===== config.mk =====
export PLATFORM = sky130hd
export DESIGN_NAME = pipeline_ctrl
export DESIGN_NICKNAME = d
export VERILOG_FILES = /design/src/rtl/pipeline_ctrl.sv
export SDC_FILE = /design/constraint.sdc
export NUM_CORES = 1
export LEC_CHECK = 0
export CAP_MARGIN = 20
export CORE_ASPECT_RATIO = 1.4
export CORE_UTILIZATION = 42
export CTS_CLUSTER_DIAMETER = 150
export CTS_CLUSTER_SIZE = 14
export DETAILED_ROUTE_END_ITERATION = 6
export HOLD_SLACK_MARGIN = 0.02
export PLACE_DENSITY = 0.8
export SYNTH_ARGS = -nofsm -noshare
export SYNTH_HDL_FRONTEND = slang
export SYNTH_SLANG_ARGS = --single-unit

===== constraint.sdc =====
create_clock -name clk_i -period 1.75 [get_ports clk_i]
set_input_delay 0.35 -clock clk_i [delete_from_list [all_inputs] [get_ports clk_i]]
set_output_delay 0.35 -clock clk_i [all_outputs]
set_load 0.02 [all_outputs]

===== src/rtl/pipeline_ctrl.sv =====
// Hazard and flush controller: Mealy stall/kill controls for the pipeline latches,
// plus a wait-state FSM (multiply occupancy, D-cache miss) and a stall-cycle counter.
module pipeline_ctrl #(
  parameter int MUL_LATENCY = 3,
  parameter int CNT_W       = 2
) (
  input  logic        clk_i,
  input  logic        rst_i,
  input  logic [4:0]  dec_rs1_addr_i,
  input  logic [4:0]  dec_rs2_addr_i,
  input  logic        dec_uses_rs1_i,
  input  logic        dec_uses_rs2_i,
  input  logic [4:0]  exe_write_addr_i,
  input  logic        exe_int_write_enable_i,
  input  logic        exe_is_load_i,
  input  logic        exe_is_mul_i,
  input  logic        exe_branch_taken_i,
  input  logic        dcache_miss_i,
  input  logic        dcache_ready_i,
  input  logic        exc_i,
  output logic        stall_core_o,
  output logic        stall_front_o,
  output logic        kill_fetch_dec_o,
  output logic        kill_dec_exe_o,
  output logic        kill_exe_mem_o,
  output logic        pc_redirect_o,
  output logic        exc_redirect_o,
  output logic [31:0] stall_count_o
);

  typedef enum logic [1:0] {RUN, MUL_WAIT, MISS_WAIT} state_e;

  // Entering MUL_WAIT already accounts for the first stall cycle spent in RUN.
  localparam logic [CNT_W-1:0] MUL_LOAD = (MUL_LATENCY > 1) ? CNT_W'(MUL_LATENCY - 2) : '0;

  state_e           state_q, state_d;
  logic [CNT_W-1:0] mulCnt_q, mulCnt_d;
  logic [31:0]      stallCount_q;
  logic             loadUse;
  logic             evalRun;

  assign loadUse = exe_is_load_i && exe_int_write_enable_i && (exe_write_addr_i != 5'd0) &&
                   ((dec_uses_rs1_i && (dec_rs1_addr_i == exe_write_addr_i)) ||
                    (dec_uses_rs2_i && (dec_rs2_addr_i == exe_write_addr_i)));

  // Outputs and next state; the miss-release cycle reuses the RUN priority chain.
  always_comb begin
    stall_core_o     = 1'b0;
    stall_front_o    = 1'b0;
    kill_fetch_dec_o = 1'b0;
    kill_dec_exe_o   = 1'b0;
    kill_exe_mem_o   = 1'b0;
    pc_redirect_o    = 1'b0;
    exc_redirect_o   = 1'b0;
    state_d          = state_q;
    mulCnt_d         = mulCnt_q;
    evalRun          = 1'b0;
    if (rst_i) begin
      state_d  = RUN;
      mulCnt_d = '0;
    end else if (exc_i) begin
      kill_fetch_dec_o = 1'b1;
      kill_dec_exe_o   = 1'b1;
      kill_exe_mem_o   = 1'b1;
      exc_redirect_o   = 1'b1;
      state_d          = RUN;
      mulCnt_d         = '0;
    end else begin
      case (state_q)
        RUN: evalRun = 1'b1;
        MUL_WAIT: begin
          if (mulCnt_q != '0) begin
            stall_core_o = 1'b1;
            mulCnt_d     = mulCnt_q - 1'b1;
          end else begin
            state_d = RUN;
          end
        end
        MISS_WAIT: begin
          if (!dcache_ready_i) begin
            stall_core_o = 1'b1;
          end else begin
            evalRun = 1'b1;
            state_d = RUN;
          end
        end
        default: state_d = RUN;
      endcase
      if (evalRun) begin
        if (exe_branch_taken_i) begin
          kill_fetch_dec_o = 1'b1;
          kill_dec_exe_o   = 1'b1;
          pc_redirect_o    = 1'b1;
        end else if (dcache_miss_i && (state_q == RUN)) begin
          stall_core_o = 1'b1;
          state_d      = MISS_WAIT;
        end else if (exe_is_mul_i && (MUL_LATENCY > 1)) begin
          stall_core_o = 1'b1;
          mulCnt_d     = MUL_LOAD;
          state_d      = MUL_WAIT;
        end else if (loadUse) begin
          stall_front_o  = 1'b1;
          kill_dec_exe_o = 1'b1;
        end
      end
    end
  end

  always_ff @(posedge clk_i) begin
    if (rst_i) begin
      state_q      <= RUN;
      mulCnt_q     <= '0;
      stallCount_q <= '0;
    end else begin
      state_q  <= state_d;
      mulCnt_q <= mulCnt_d;
      if (stall_core_o) stallCount_q <= stallCount_q + 32'd1;
    end
  end

  assign stall_count_o = stallCount_q;

endmodule


==> results.json <==
{
  "outcome": "complete, but fails checks",
  "violations": "setup timing",
  "root_buffer": "clkbuf_8",
  "async_reset_ff_share_pct": 0,
  "port_buffers": 64,
  "cts_buffers": 5,
  "cts_tree": "yes",
  "p_per_area_nw_per_um2": 450.6,
  "die_x_um": 61.27,
  "end_kind": "register",
  "yosys.area_share.adder_pct": 3.028,
  "rsz0062_at_grt": "true",
  "gp_congestion": 0.7590,
  "die-area_sq_um": 5207,
  "seqCellArea_sq_um": 739.5,
  "drt.antenna.violating_nets": 0,
  "max_cap_violations": 0,
  "synth_compound_area_share_pct": 23.26,
  "synthMuxAreaShare_pct": 0.4846,
  "synth_edf_count": 0,
  "top_layer": "met4",
  "dpl.hpwl_um": 4423,
  "antenna_found_initial": 0,
  "viasPerCell": 5.631,
  "synth_area_sq_um": 2066,
  "tightestPinTransition_ps": 488.6,
  "synth_common_cells": "dfxtp_1, a21oi_1, nand2_1, nor2_1, o21ai_0",
  "rows": 29,
  "finalSetupViolCount": 27,
  "path_class": "reg2reg",
  "p_leak_nw": 1.651,
  "maxSlewViolCount": 0,
  "n_antenna_cell": 0,
  "core_sq_um": 4644,
  "synth_cell_types": 42,
  "dr_wl_met2_um": 4049,
  "holdCritPathClass": "reg2reg",
  "clkLatencyLatePin_ps": 300,
  "crit_fanout": 7,
  "vias": 2472,
  "areaGrowthSynthToFinish_pct": 84.07,
  "synth-seq-cells": 36,
  "drtPass1Iterations": 4,
  "final_core_util_pct": 81.87,
  "synth-xor-area-share_pct": 8.480,
  "wl_per_cell_um": 16.97,
  "synth_top_family_by_area": "simple AND/OR/NAND/NOR gates",
  "slew_headroom_pct": 67.30,
  "path_cells": "inv_4 > buf_6 > ha_4 > o21ai_4 > a21boi_4 > buf_8 > o2111ai_4 > or4_4 > a21oi_2",
  "startpoint_type": "register",
  "hold_buffers": 0,
  "final_area_sq_um": 3802,
  "worstPathRequired_ps": 1980,
  "drc": 0,
  "crit_path_max_incr_delay_ps": 570,
  "power_mw": 1.713,
  "clkSinkCount": 36,
  "peakVddDrop_mv": 0.5120,
  "grt_pass1_vias": 2460,
  "grt-ovfl-total": 0,
  "synth_top_area_cell": "dfxtp_1",
  "pre_cts_ws_ps": -988.2,
  "first_iter_violations": 102,
  "synth-main-ff-cell": "dfxtp_1",
  "multiInputGateArea_sq_um": 1607,
  "placed_cell_area_sq_um": 3272,
  "finClkSkew_ps": 7.893,
  "track_usage_pct": 27.61,
  "wl_met3_um": 457,
  "synth-seq-area-share_pct": 34.89,
  "ios": 65,
  "num-nets-final": 408,
  "synthTopCellsByArea": "dfxtp_1, xnor2_1, a21oi_1",
  "wl_um": 7452,
  "fillers": 282,
  "worstPathArrival_ps": 2310,
  "wl_met1_um": 2647,
  "hold_viol_final": 0,
  "synthDominantCellAreaShare_pct": 34.89,
  "max_freq_mhz": 480.7,
  "synth_most_common_cell": "dfxtp_1",
  "grt_max_degree": 30,
  "dieHeight_um": 84.98,
  "synth-simple-area-share_pct": 24.17,
  "fin_crit_sh_pct": 118.9,
  "start_util_pct": 44.48,
  "period_needed_ps": 2080,
  "h-tree-depth": 2,
  "synth_warnings": 0,
  "synthCells": 246,
  "synth_nets": 277,
  "slowest_stage": "or4_4",
  "drive_gt1_share_pct": 41.38,
  "postSynthAreaPerCell_sq_um": 8.397,
  "setup_slack_ps": -330.3,
  "cts_buffer_depth": 2,
  "grt_first_pass_wirelength_um": 10750,
  "clkSlewWorstSetupHoldPaths_ps": 70
}
[per-layer routing]
layer / vias up / GRT usage (%)
li1: 1164 / -
met1: 1174 / 27.73
met2: 106 / 49.70
met3: 28 / 6.402
met4: 0 / 15.08
met5: - / 0
[flip-flops by register name (all words and copies together) (netlist names)]
name	count
stall_count_o	32
mulCnt_q	2
state_q	2
[cell usage in the layout, fill, tap and decap left out, types with 6 or more instances in the layout]
| cell type | instances |
|---|---|
| nand2_1 | 18 |
| buf_6 | 16 |
| or4_1 | 8 |
| buf_4 | 54 |
| clkdlybuf4s50_1 | 23 |
| dlygate4sd2_1 | 12 |
| o21ai_4 | 6 |
| o21ai_0 | 9 |
| dfxtp_1 | 23 |
| or3_1 | 8 |
| nor2_1 | 18 |
| a21oi_1 | 17 |
| nand3_1 | 7 |
| dfxtp_2 | 12 |
| dlymetal6s2s_1 | 14 |
| inv_1 | 8 |
| xor2_1 | 8 |
| xnor2_1 | 9 |
[through the flow]
step | cells | hold slack [ps] | TNS, ps
2_1_floorplan | 246 | 464.2 | -277.6
5_1_grt | 439 | 513.9 | -7937
6_report | 439 | 501.1 | -5726
4_1_cts | 439 | 485.2 | -5046
3_3_place_gp | 421 | 472.2 | -17700
3_5_place_dp | 421 | 471.5 | -18890
[worst max-delay path, delay by kind of cell (launching register included)]
kind,cells,cell delay (ps)
compound gates,4,600
fa+ha+maj,1,150
buf+inv,3,330
flops,1,370
simple gates,1,570
[power breakdown]
group,internal [mW],switching (mW),leakage (nW)
combinational,0.153,0.145,1.31
clock,0.270,0.320,0.0400
sequential,0.821,0.00375,0.297
total,1.24,0.469,1.65
[cells by family after synthesis]
logic type      count (synthesis)
buf+inv                        23
flops                          36
simple gates                   90
xor+xnor                       20
compound gates                 71
mux                             1
fa+ha+maj                       5
[cell type report]
type / count / share of cell area, %
flip-flops and latches: 36 / 19.45
inverters: 12 / 1.316
clock inverters: 2 / 0.3291
multi-input cells: 188 / 42.25
well taps: 62 / 2.040
clock buffers: 5 / 1.810
repair buffers: 134 / 32.81
[worst paths after layout]
| check | start | endpoint | slack (ps) | cells past startpoint |
|---|---|---|---|---|
| worst max-delay path | state_q[1] | stall_count_o[21] | -330 | 9 |
| worst min-delay path | stall_count_o[31] | stall_count_o[31] | 500 | 2 |
| worst min register to register | stall_count_o[31] | stall_count_o[31] | 500 | 2 |
| worst max register to register | state_q[1] | stall_count_o[21] | -330 | 9 |
[repair_timing]
| action | CTS | global route |
|---|---|---|
| setup buffers | 10 | 3 |
| gates cloned | 1 | 0 |
| resized for setup | 97 | 60 |
| endpoints found under the setup margin | 29 | 50 |
| pin swaps | 30 | 27 |
(Power assumes the default switching activity.)
